--- src/rtl/serial_alu_pkg.sv ---
// Shared encodings for the serial ALU sequencer: op codes, ALU selects,
// FSM states and count landmarks of a single serial pass.
package serial_alu_pkg;

  localparam logic [1:0] OP_ADD = 2'b00;
  localparam logic [1:0] OP_SUB = 2'b01;
  localparam logic [1:0] OP_MUL = 2'b10;
  localparam logic [1:0] OP_AND = 2'b11;

  localparam logic [3:0] ALU_ADD  = 4'd0;
  localparam logic [3:0] ALU_SUB  = 4'd1;
  localparam logic [3:0] ALU_MUL  = 4'd2;
  localparam logic [3:0] ALU_AND  = 4'd4;
  // Matches no ALU case, so the ALU holds its state.
  localparam logic [3:0] ALU_IDLE = 4'd8;

  localparam int SETUP_LAST   = 2;
  localparam int SERIAL_FIRST = 3;

  typedef enum logic [2:0] {
    ST_IDLE,
    ST_SETUP,
    ST_SERIAL,
    ST_CLEAR,
    ST_SHIFT,
    ST_DONE
  } state_e;

  // Count value that makes the ALU clear its carry/borrow.
  function automatic int clr_cnt(input int len);
    return 2 * len + 2;
  endfunction

  function automatic logic [3:0] alu_code(input logic [1:0] op);
    case (op)
      OP_ADD:  return ALU_ADD;
      OP_SUB:  return ALU_SUB;
      OP_MUL:  return ALU_MUL;
      default: return ALU_AND;
    endcase
  endfunction

endpackage

--- src/rtl/serial_pass_counter.sv ---
// Count generator for one serial pass: 1,2 (setup), 3..LENGTH+2 (serial),
// then the clear value, then back to 0. reg_write/bit_idx are registered
// alongside count so all three line up in the same cycle.
module serial_pass_counter
  import serial_alu_pkg::*;
#(
  parameter int LENGTH = 32,
  parameter int CNT_W  = 7,
  parameter int IDX_W  = 5
) (
  input  logic             clk,
  input  logic             reset,
  input  logic             start,
  output logic [CNT_W-1:0] count,
  output logic [IDX_W-1:0] bit_idx,
  output logic             reg_write,
  output logic             pass_done
);

  localparam logic [CNT_W-1:0] SER_FIRST = CNT_W'(SERIAL_FIRST);
  localparam logic [CNT_W-1:0] SER_LAST  = CNT_W'(LENGTH + 2);
  localparam logic [CNT_W-1:0] CLR       = CNT_W'(clr_cnt(LENGTH));

  logic [CNT_W-1:0] cnt_nxt;
  logic [CNT_W-1:0] idx_full;
  logic             ser_nxt;

  // Next count: load 1 on start, walk up through setup/serial, jump to clear, drop to 0.
  always_comb begin
    cnt_nxt = '0;
    if (start)
      cnt_nxt = CNT_W'(1);
    else if (count != '0 && count < SER_LAST)
      cnt_nxt = count + CNT_W'(1);
    else if (count == SER_LAST)
      cnt_nxt = CLR;
    ser_nxt  = (cnt_nxt >= SER_FIRST) && (cnt_nxt <= SER_LAST);
    idx_full = cnt_nxt - SER_FIRST;
  end

  // Registered count, write strobe and LSB-first bit index.
  always_ff @(posedge clk) begin
    if (reset) begin
      count     <= '0;
      reg_write <= 1'b0;
      bit_idx   <= '0;
    end else begin
      count     <= cnt_nxt;
      reg_write <= ser_nxt;
      bit_idx   <= ser_nxt ? idx_full[IDX_W-1:0] : '0;
    end
  end

  assign pass_done = (count == CLR);

endmodule

--- src/rtl/serial_alu_sequencer.sv ---
// Sequencer driving one serialized ALU: accepts a command, runs one serial
// pass (ADD/SUB/AND) or LENGTH radix-2 Booth iterations (MUL).
// All outputs are registered from the next state so they match the state
// of the cycle they appear in.
module serial_alu_sequencer
  import serial_alu_pkg::*;
#(
  parameter int LENGTH = 32,
  parameter int CNT_W  = 7,
  parameter int IDX_W  = 5
) (
  input  logic             clk,
  input  logic             reset,
  input  logic             cmd_valid,
  output logic             cmd_ready,
  input  logic [1:0]       cmd_op,
  input  logic             q_lsb,
  output logic [3:0]       alu_sel,
  output logic [CNT_W-1:0] count,
  output logic             reg_write,
  output logic [IDX_W-1:0] bit_idx,
  output logic             booth_q1,
  output logic             booth_q0,
  output logic             shift_en,
  output logic             busy,
  output logic             done
);

  localparam logic [CNT_W-1:0] SER_LAST  = CNT_W'(LENGTH + 2);
  localparam logic [CNT_W-1:0] SET_LAST  = CNT_W'(SETUP_LAST);
  localparam logic [CNT_W-1:0] ITER_LAST = CNT_W'(LENGTH - 1);

  state_e           state, state_nxt;
  logic [1:0]       op, op_nxt;
  logic [CNT_W-1:0] iter;
  logic             accept, start, pass_done;

  serial_pass_counter #(
    .LENGTH(LENGTH), .CNT_W(CNT_W), .IDX_W(IDX_W)
  ) u_cnt (
    .clk       (clk),
    .reset     (reset),
    .start     (start),
    .count     (count),
    .bit_idx   (bit_idx),
    .reg_write (reg_write),
    .pass_done (pass_done)
  );

  // Next state; start restarts the pass counter for a new (Booth) iteration.
  always_comb begin
    state_nxt = state;
    start     = 1'b0;
    accept    = 1'b0;
    unique case (state)
      ST_IDLE:
        if (cmd_valid) begin
          state_nxt = ST_SETUP;
          start     = 1'b1;
          accept    = 1'b1;
        end
      ST_SETUP:  if (count == SET_LAST) state_nxt = ST_SERIAL;
      ST_SERIAL: if (count == SER_LAST) state_nxt = ST_CLEAR;
      ST_CLEAR:  if (pass_done) state_nxt = (op == OP_MUL) ? ST_SHIFT : ST_DONE;
      ST_SHIFT:
        if (iter == ITER_LAST) begin
          state_nxt = ST_DONE;
        end else begin
          state_nxt = ST_SETUP;
          start     = 1'b1;
        end
      ST_DONE:   state_nxt = ST_IDLE;
      default:   state_nxt = ST_IDLE;
    endcase
    op_nxt = accept ? cmd_op : op;
  end

  // State, Booth bookkeeping and registered control outputs.
  always_ff @(posedge clk) begin
    if (reset) begin
      state     <= ST_IDLE;
      op        <= OP_ADD;
      iter      <= '0;
      cmd_ready <= 1'b1;
      alu_sel   <= ALU_IDLE;
      booth_q1  <= 1'b0;
      booth_q0  <= 1'b0;
      shift_en  <= 1'b0;
      busy      <= 1'b0;
      done      <= 1'b0;
    end else begin
      state <= state_nxt;
      op    <= op_nxt;
      if (state == ST_SHIFT) iter <= iter + CNT_W'(1);
      if (accept) begin
        iter     <= '0;
        booth_q0 <= 1'b0;
      end
      // Q0 of the new iteration is captured on entry to its first setup cycle.
      if (start) booth_q1 <= q_lsb;
      // Q-1 takes the retiring Q0 as the pair shifts.
      if (state_nxt == ST_SHIFT) booth_q0 <= booth_q1;
      cmd_ready <= (state_nxt == ST_IDLE);
      busy      <= (state_nxt != ST_IDLE) && (state_nxt != ST_DONE);
      done      <= (state_nxt == ST_DONE);
      shift_en  <= (state_nxt == ST_SHIFT);
      alu_sel   <= (state_nxt == ST_SETUP || state_nxt == ST_SERIAL || state_nxt == ST_CLEAR)
                   ? alu_code(op_nxt) : ALU_IDLE;
    end
  end

endmodule

--- config.mk ---
export PLATFORM = sky130hd
export DESIGN_NAME = serial_alu_sequencer
export DESIGN_NICKNAME = d
export VERILOG_FILES = /design/src/rtl/serial_alu_pkg.sv /design/src/rtl/serial_pass_counter.sv /design/src/rtl/serial_alu_sequencer.sv
export SDC_FILE = /design/constraint.sdc
export NUM_CORES = 1
export LEC_CHECK = 0
export BUFFER_PORTS_ARGS = -buffer_cell sky130_fd_sc_hd__clkbuf_2
export CORE_MARGIN = 1.5
export CORE_UTILIZATION = 45
export DETAILED_ROUTE_END_ITERATION = 8
export PLACE_DENSITY = 0.77
export SLEW_MARGIN = 30
export SYNTH_ARGS = -nofsm -noshare
export SYNTH_HDL_FRONTEND = slang
export SYNTH_SLANG_ARGS = --single-unit
--- constraint.sdc ---
create_clock -name clk -period 4.35 [get_ports clk]
set_clock_uncertainty 0.15 [all_clocks]
set_input_delay 0.87 -clock clk [delete_from_list [all_inputs] [get_ports clk]]
set_output_delay 0.87 -clock clk [all_outputs]
set_load 0.02 [all_outputs]
==> run metrics, run 1 <==
Die Wd=64.52 um; PostCTS Resize Cnt=0; row cnt=22; clk_lat worst skew=0.29 ns; drc violations=0; Final min period=2.469 ns; Max-cap violations=0; Worst path slowest cell=dfxtp_1; Inserted Diodes=0; CTS tree=done; reg2reg path depth=9; Levels on crit path=9; RR Startpoint=state[2]; data required time of the critical path=4.37 ns; H-Tree Depth=2; Critical Path Sink Type=flop; commonest non-fill, non-tap cell in the layout=dfxtp_1; clock buffer count from CTS=5; pin count of the biggest net entering global routing=21; EDFF count, synth=0; vias per inst=5.294; Slew Viols, Final=0; total setup buffers inserted after CTS=0; Post-Syn Area=1703 sq um; setup violators final=0; Mean Syn Cell Area=8.778 sq um; Final Core Density=0.5341; most frequent CP cell=nor2_1; initial core utilization=0.4687; peak supply drop=0.1332 mV; power per cell area=324.4 nW/um^2; Critical Path Max Stage Delay=0.52 ns; Hold Path Stages=2; critical setup path kind=flop to flop; Final Hold Viols=0; Synth Warn #=0; GRT Residual Overflow=0; Die Y=64.52 um; WL final=3170 um; Syn Nets=206; sequential area share after synthesis=0.4115; delay-heaviest family, CP=compound AO/OA/AOI/OAI gates; Seq cells post-synth=35; status=finished clean; first-pass GRT wire length=5582 um; Synth-to-Final Area Change=13.96%; DP HPWL=2385 um; Worst Path Buf+Inv=1; share of cells above drive strength 1=0.1946; Vias=1,424; leak pwr=0.0007960 uW; Port-buffer cells=28; Longest Clk Path Bufs=2; IO Pins=29; setup tns final=0 ns; 1st-pass router iterations=4; CORE AREA=3633 sq um; cell count after synthesis=194; die area=4162 sq um; initial antenna violation count=0; asr flop ratio synth=0; top_reg_cell synth=dfxtp_1; post-DR wirelength/cell=11.78 um; Final ANT Viol Nets=0; routability congestion estimate=0.8028; Clock transition at path regs=0.07 ns; number of global-route vias before repair=1,264; worst hold start=booth_q1; Worst Hold Class=flop to flop; crit path max fanout=11; nets@finish=232; most frequent cells in the layout=dfxtp_1 (35), nor2_1 (34), clkbuf_2 (28); Slew @ Worst Pin=0.8595 ns; cts hold-fix bufs=0; crit path cell chain=nand4_1 -> o221a_2 -> nor2_1 -> inv_1 -> ha_1 -> o31ai_1 -> mux2i_1 -> nor2_1 -> nor3_1; RSZ-0062 raised after global routing=no; nature of the critical path startpoint=flop; Peak Freq=405.1 MHz; Tcrit/Tclk final=0.5675; initial DRC count=53; CP Data Arrival Time=2.49 ns; Slew headroom=0.4255; crit path from=state[2]; post-synthesis cell type count=48; Root Buffer=clkbuf_8; gr usage total=0.1709; Clock Sinks=35
[worst min-delay path, delay by kind of cell, from the launching register on]
kind               cells  cell delay [ns]
DFF                    1             0.32
AOI/OAI and AO/OA      1             0.05
and+or+nand+nor        1             0.06
[stage by stage]
| stage | instances | power, uW | hold WS, ns | instance area (sq um) | setup slack [ns] |
|---|---|---|---|---|---|
| 6_report | 269 | 629.4 | 0.3356 | 1941 | 1.881 |
| 5_1_grt | 269 | 662.0 | 0.3557 | 1941 | 1.607 |
| 4_1_cts | 269 | 635.5 | 0.3375 | 1941 | 1.884 |
| 3_5_place_dp | 261 | 411.4 | 0.3259 | 1856 | 1.685 |
| 3_3_place_gp | 261 | 410.6 | 0.3181 | 1856 | 1.778 |
| 2_1_floorplan | 194 | 392.9 | 0.3033 | 1703 | 1.981 |
[cells by family (layout without fill, tap and decap cells)]
kind of cell,after synthesis,in the layout,share of synthesized area
buffers and inverters,16,43,0.04336
AND/OR/NAND/NOR,88,88,0.2726
flip-flops,35,35,0.4115
multiplexers,5,5,0.02939
XOR/XNOR,13,13,0.06686
adder cells (fa/ha/maj),6,6,0.04408
AO/OA/AOI/OAI,31,31,0.1323
[layout make-up]
| type | instances | area, sq um |
|---|---|---|
| multi-input combinational | 143 | 928.4 |
| timing repair buffer | 28 | 140.1 |
| sequential | 35 | 700.7 |
| clock buffer | 6 | 72.57 |
| inverter | 7 | 26.28 |
| clock inverter | 2 | 12.51 |
| tap | 48 | 60.06 |
| fill | 353 | 1693 |
[state kept, by name, summed over array words and instances (netlist names), 2 cells and up]
signal	count
iter	7
u_cnt.count	7
u_cnt.bit_idx	5
alu_sel	4
state	3
op	2
[routing by layer]
metal,GRT usage,part of all wire
met1,0.2124,0.49
met2,0.2773,0.46
met3,0.04861,0.032
met4,0.07181,0.019
met5,0,0
[cells in the mapped netlist (6+ instances only)]
cell / instances / area [sq um]
dfxtp_1: 35 / 700.7
nor2_1: 34 / 127.6
nor3_1: 12 / 60.06
nand2_1: 9 / 33.78
xnor2_1: 8 / 70.07
inv_1: 7 / 26.28
nand3_1: 7 / 35.03
a21oi_1: 6 / 30.03
ha_1: 6 / 75.07
[worst paths after layout]
path / slack (ns) / endpoint
worst max-delay path: 1.88 / u_cnt.bit_idx[4]
worst min-delay path: 0.34 / booth_q1
worst max register to register: 1.88 / u_cnt.bit_idx[4]
worst min register to register: 0.34 / booth_q1
[where the power goes]
group          internal [uW]  leakage, uW  switching (uW)
Sequential               329     0.000284            6.91
Clock                    112    0.0000412             114
Combinational           25.0     0.000471            42.9
No activity file was read; power rests on OpenSTA's default activity.
==> run 2, diff against run 1 <==
clock period = 2.31 ns   (was 4.35 ns; I/O delays follow)
==> run 2 against run 1 <==
- the flow now finishes with violations (setup timing)
- setup slack lost 1.9 ns
- total power rose by 97%
- sequential power is 87% higher
- highest routed layer unchanged
- sequential share of layout area is 4.7 points lower
- register-to-register slack got worse by 1.9 ns
- critical endpoint is now u_cnt.bit_idx[3]
- largest cell class unchanged
- critical path type unchanged
- routed wire length is 35% higher
==> run metrics, run 2 (same netlist as run 1, synthesis figures left out) <==
nature of the critical path startpoint=flop (unchanged); Critical Path Sink Type=flop (unchanged); WL final=4279 um (was 3170 um); gr usage total=0.1982 (was 0.1709); Clock Sinks=35 (unchanged); H-Tree Depth=2 (unchanged); clock buffer count from CTS=5 (unchanged); CTS tree=done (unchanged); Peak Freq=426.3 MHz (was 405.1 MHz); Die Wd=64.52 um (unchanged); Vias=1,582 (was 1,424); Final min period=2.346 ns (was 2.469 ns); routability congestion estimate=0.8367 (was 0.8028); IO Pins=29 (unchanged); post-route setup slack=-0.03581 ns (was 1.881 ns); power per cell area=554.9 nW/um^2 (was 324.4 nW/um^2); pin count of the biggest net entering global routing=21 (unchanged); worst hold start=q_lsb (was booth_q1); Final ANT Viol Nets=0 (unchanged); clk_lat worst skew=0.29 ns (about the same); Max-cap violations=0 (unchanged); setup tns final=-0.04878 ns (was 0 ns); leak pwr=0.0009443 uW (was 0.0007960 uW); registers with the most flip-flops=iter (7), u_cnt.count (7), u_cnt.bit_idx (5) (unchanged); CP Data Arrival Time=2.36 ns (was 2.49 ns); CORE AREA=3633 sq um (unchanged); violated checks=setup timing; status=complete, but fails checks (was finished clean); commonest non-fill, non-tap cell in the layout=dfxtp_1 (unchanged); 1st-pass router iterations=4 (unchanged); crit path from=u_cnt.count[2] (was state[2]); Clock transition at path regs=0.07 ns (about the same); Final Hold Viols=0 (unchanged); DR WL met3=210 um (was 101 um); Inserted Diodes=0 (unchanged); Reg-to-Reg End=u_cnt.bit_idx[3] (was u_cnt.bit_idx[4]); Die Y=64.52 um (unchanged); peak supply drop=0.2819 mV (was 0.1332 mV); die area=4162 sq um (unchanged); Pwr Total=1243 uW (was 629.4 uW); critical setup path kind=flop to flop (unchanged); Slew @ Worst Pin=0.5689 ns (was 0.8595 ns); first-pass GRT wire length=6417 um (was 5582 um); post-route cell area=2240 sq um (was 1941 sq um); initial core utilization=0.4687 (unchanged); Tcrit/Tclk final=1.016 (was 0.5675); share of cells above drive strength 1=0.3534 (was 0.1946); RR Startpoint=u_cnt.count[2] (was state[2]); Port-buffer cells=28 (unchanged); post-DR wirelength/cell=14.41 um (was 11.78 um); number of global-route vias before repair=1,476 (was 1,264); GRT Residual Overflow=0 (unchanged); Root Buffer=clkbuf_8 (unchanged); Worst Hold Class=input port to flop (was flop to flop); Highest Signal Layer=met4 (unchanged); DP HPWL=2832 um (was 2385 um); drc violations=0 (unchanged); Hold Path Stages=3 (was 2); reg2reg path depth=9 (unchanged); setup violators final=4 (was 0); Post-Place Worst Slack=-0.01604 ns (was 1.685 ns); Synth-to-Final Area Change=31.52% (was 13.96%); initial antenna violation count=0 (unchanged); Longest Clk Path Bufs=2 (unchanged); vias per inst=5.327 (was 5.294); placed instance area=2043 sq um (was 1856 sq um); Slew Viols, Final=0 (unchanged); wl on met1=1911 um (was 1538 um); most frequent cells in the layout=dfxtp_1 (33), nor2_1 (31), clkbuf_2 (28), buf_4 (28), nor3_1 (10) (was dfxtp_1 (35), nor2_1 (34), clkbuf_2 (28)); cts hold-fix bufs=0 (unchanged); initial DRC count=70 (was 53); metal2 WL=2084 um (was 1470 um); nets@finish=260 (was 232); worst hold path endpoint=booth_q1 (unchanged); data required time of the critical path=2.33 ns (was 4.37 ns); Slew headroom=0.6180 (was 0.4255); FF-to-FF setup slack=-0.04 ns (was 1.88 ns); row cnt=22 (unchanged); crit path max fanout=6 (was 11)
run 2: cell types whose count changed in the layout (fill, tap and decap cells not counted), moves of 2 or more:
cell | before | now
nor2_4 | 0 | 2
a21oi_1 | 6 | 4
dfxtp_2 | 0 | 2
dfxtp_1 | 35 | 33
a21oi_2 | 0 | 2
ha_1 | 6 | 4
nor3_2 | 0 | 2
nor3_1 | 12 | 10
nor2_1 | 34 | 31
buf_4 | 0 | 28
run 2: worst max-delay path by stage:
| stage | endpoint | slack (ns) | cells after the start |
|---|---|---|---|
| finish | u_cnt.bit_idx[3] | -0.04 | 9 |
| global route | u_cnt.bit_idx[3] | -0.08 | 9 |
| CTS | u_cnt.bit_idx[0] | 0.01 | 9 |
| detailed placement | u_cnt.bit_idx[4] | -0.02 | 9 |
| global placement | u_cnt.bit_idx[4] | 0.07 | 9 |
| floorplan | u_cnt.bit_idx[2] | 0.03 | 10 |
run 2: critical path, cell delays in order, from the launching register on:
cell and delay, ns:
dfxtp_1 0.34, nor3_1 0.28, a211oi_2 0.13, a21oi_2 0.21
o21a_1 0.21, nor2_4 0.06, ha_2 0.18, o32ai_2 0.36
o2bb2ai_4 0.21, nor3_1 0.10
run 2: routing by layer:
| layer | vias up | track usage |
|---|---|---|
| met5 | - | 0 |
| met4 | 0 | 0.09043 |
| met3 | 8 | 0.05035 |
| met2 | 38 | 0.3099 |
| met1 | 741 | 0.2570 |
| li1 | 795 | - |
run 2: layout make-up:
| cell class | count | area (sq um) |
|---|---|---|
| Sequential cell | 35 | 703.2 |
| Multi-Input combinational cell | 143 | 1018 |
| Fill cell | 317 | 1394 |
| Inverter | 7 | 26.28 |
| Clock buffer | 7 | 76.32 |
| Clock inverter | 1 | 5.005 |
| Timing Repair Buffer | 56 | 350.3 |
| Tap cell | 48 | 60.06 |
run 2: stage by stage:
stage / utilization / cells / hold slack, ns
after floorplan: - / 194 / 0.3033
after global placement: 0.5623 / 286 / 0.3126
after detailed placement: 0.5623 / 286 / 0.3263
after CTS: 0.5854 / 294 / 0.2472
after global routing: 0.6164 / 297 / 0.2672
final: 0.6164 / 297 / 0.2468
run 2: what timing repair did:
action | in CTS | in global routing
setup endpoints to repair | 3 | 6
pin swaps | 0 | 5
resized for setup | 1 | 21
setup buffers | 0 | 3
run 2: power by group:
group | switching (uW) | internal, uW | total, uW
Clock | 220 | 212 | 431
Combinational | 110 | 73.7 | 184
Sequential | 8.52 | 619 | 628
Total | 338 | 905 | 1240
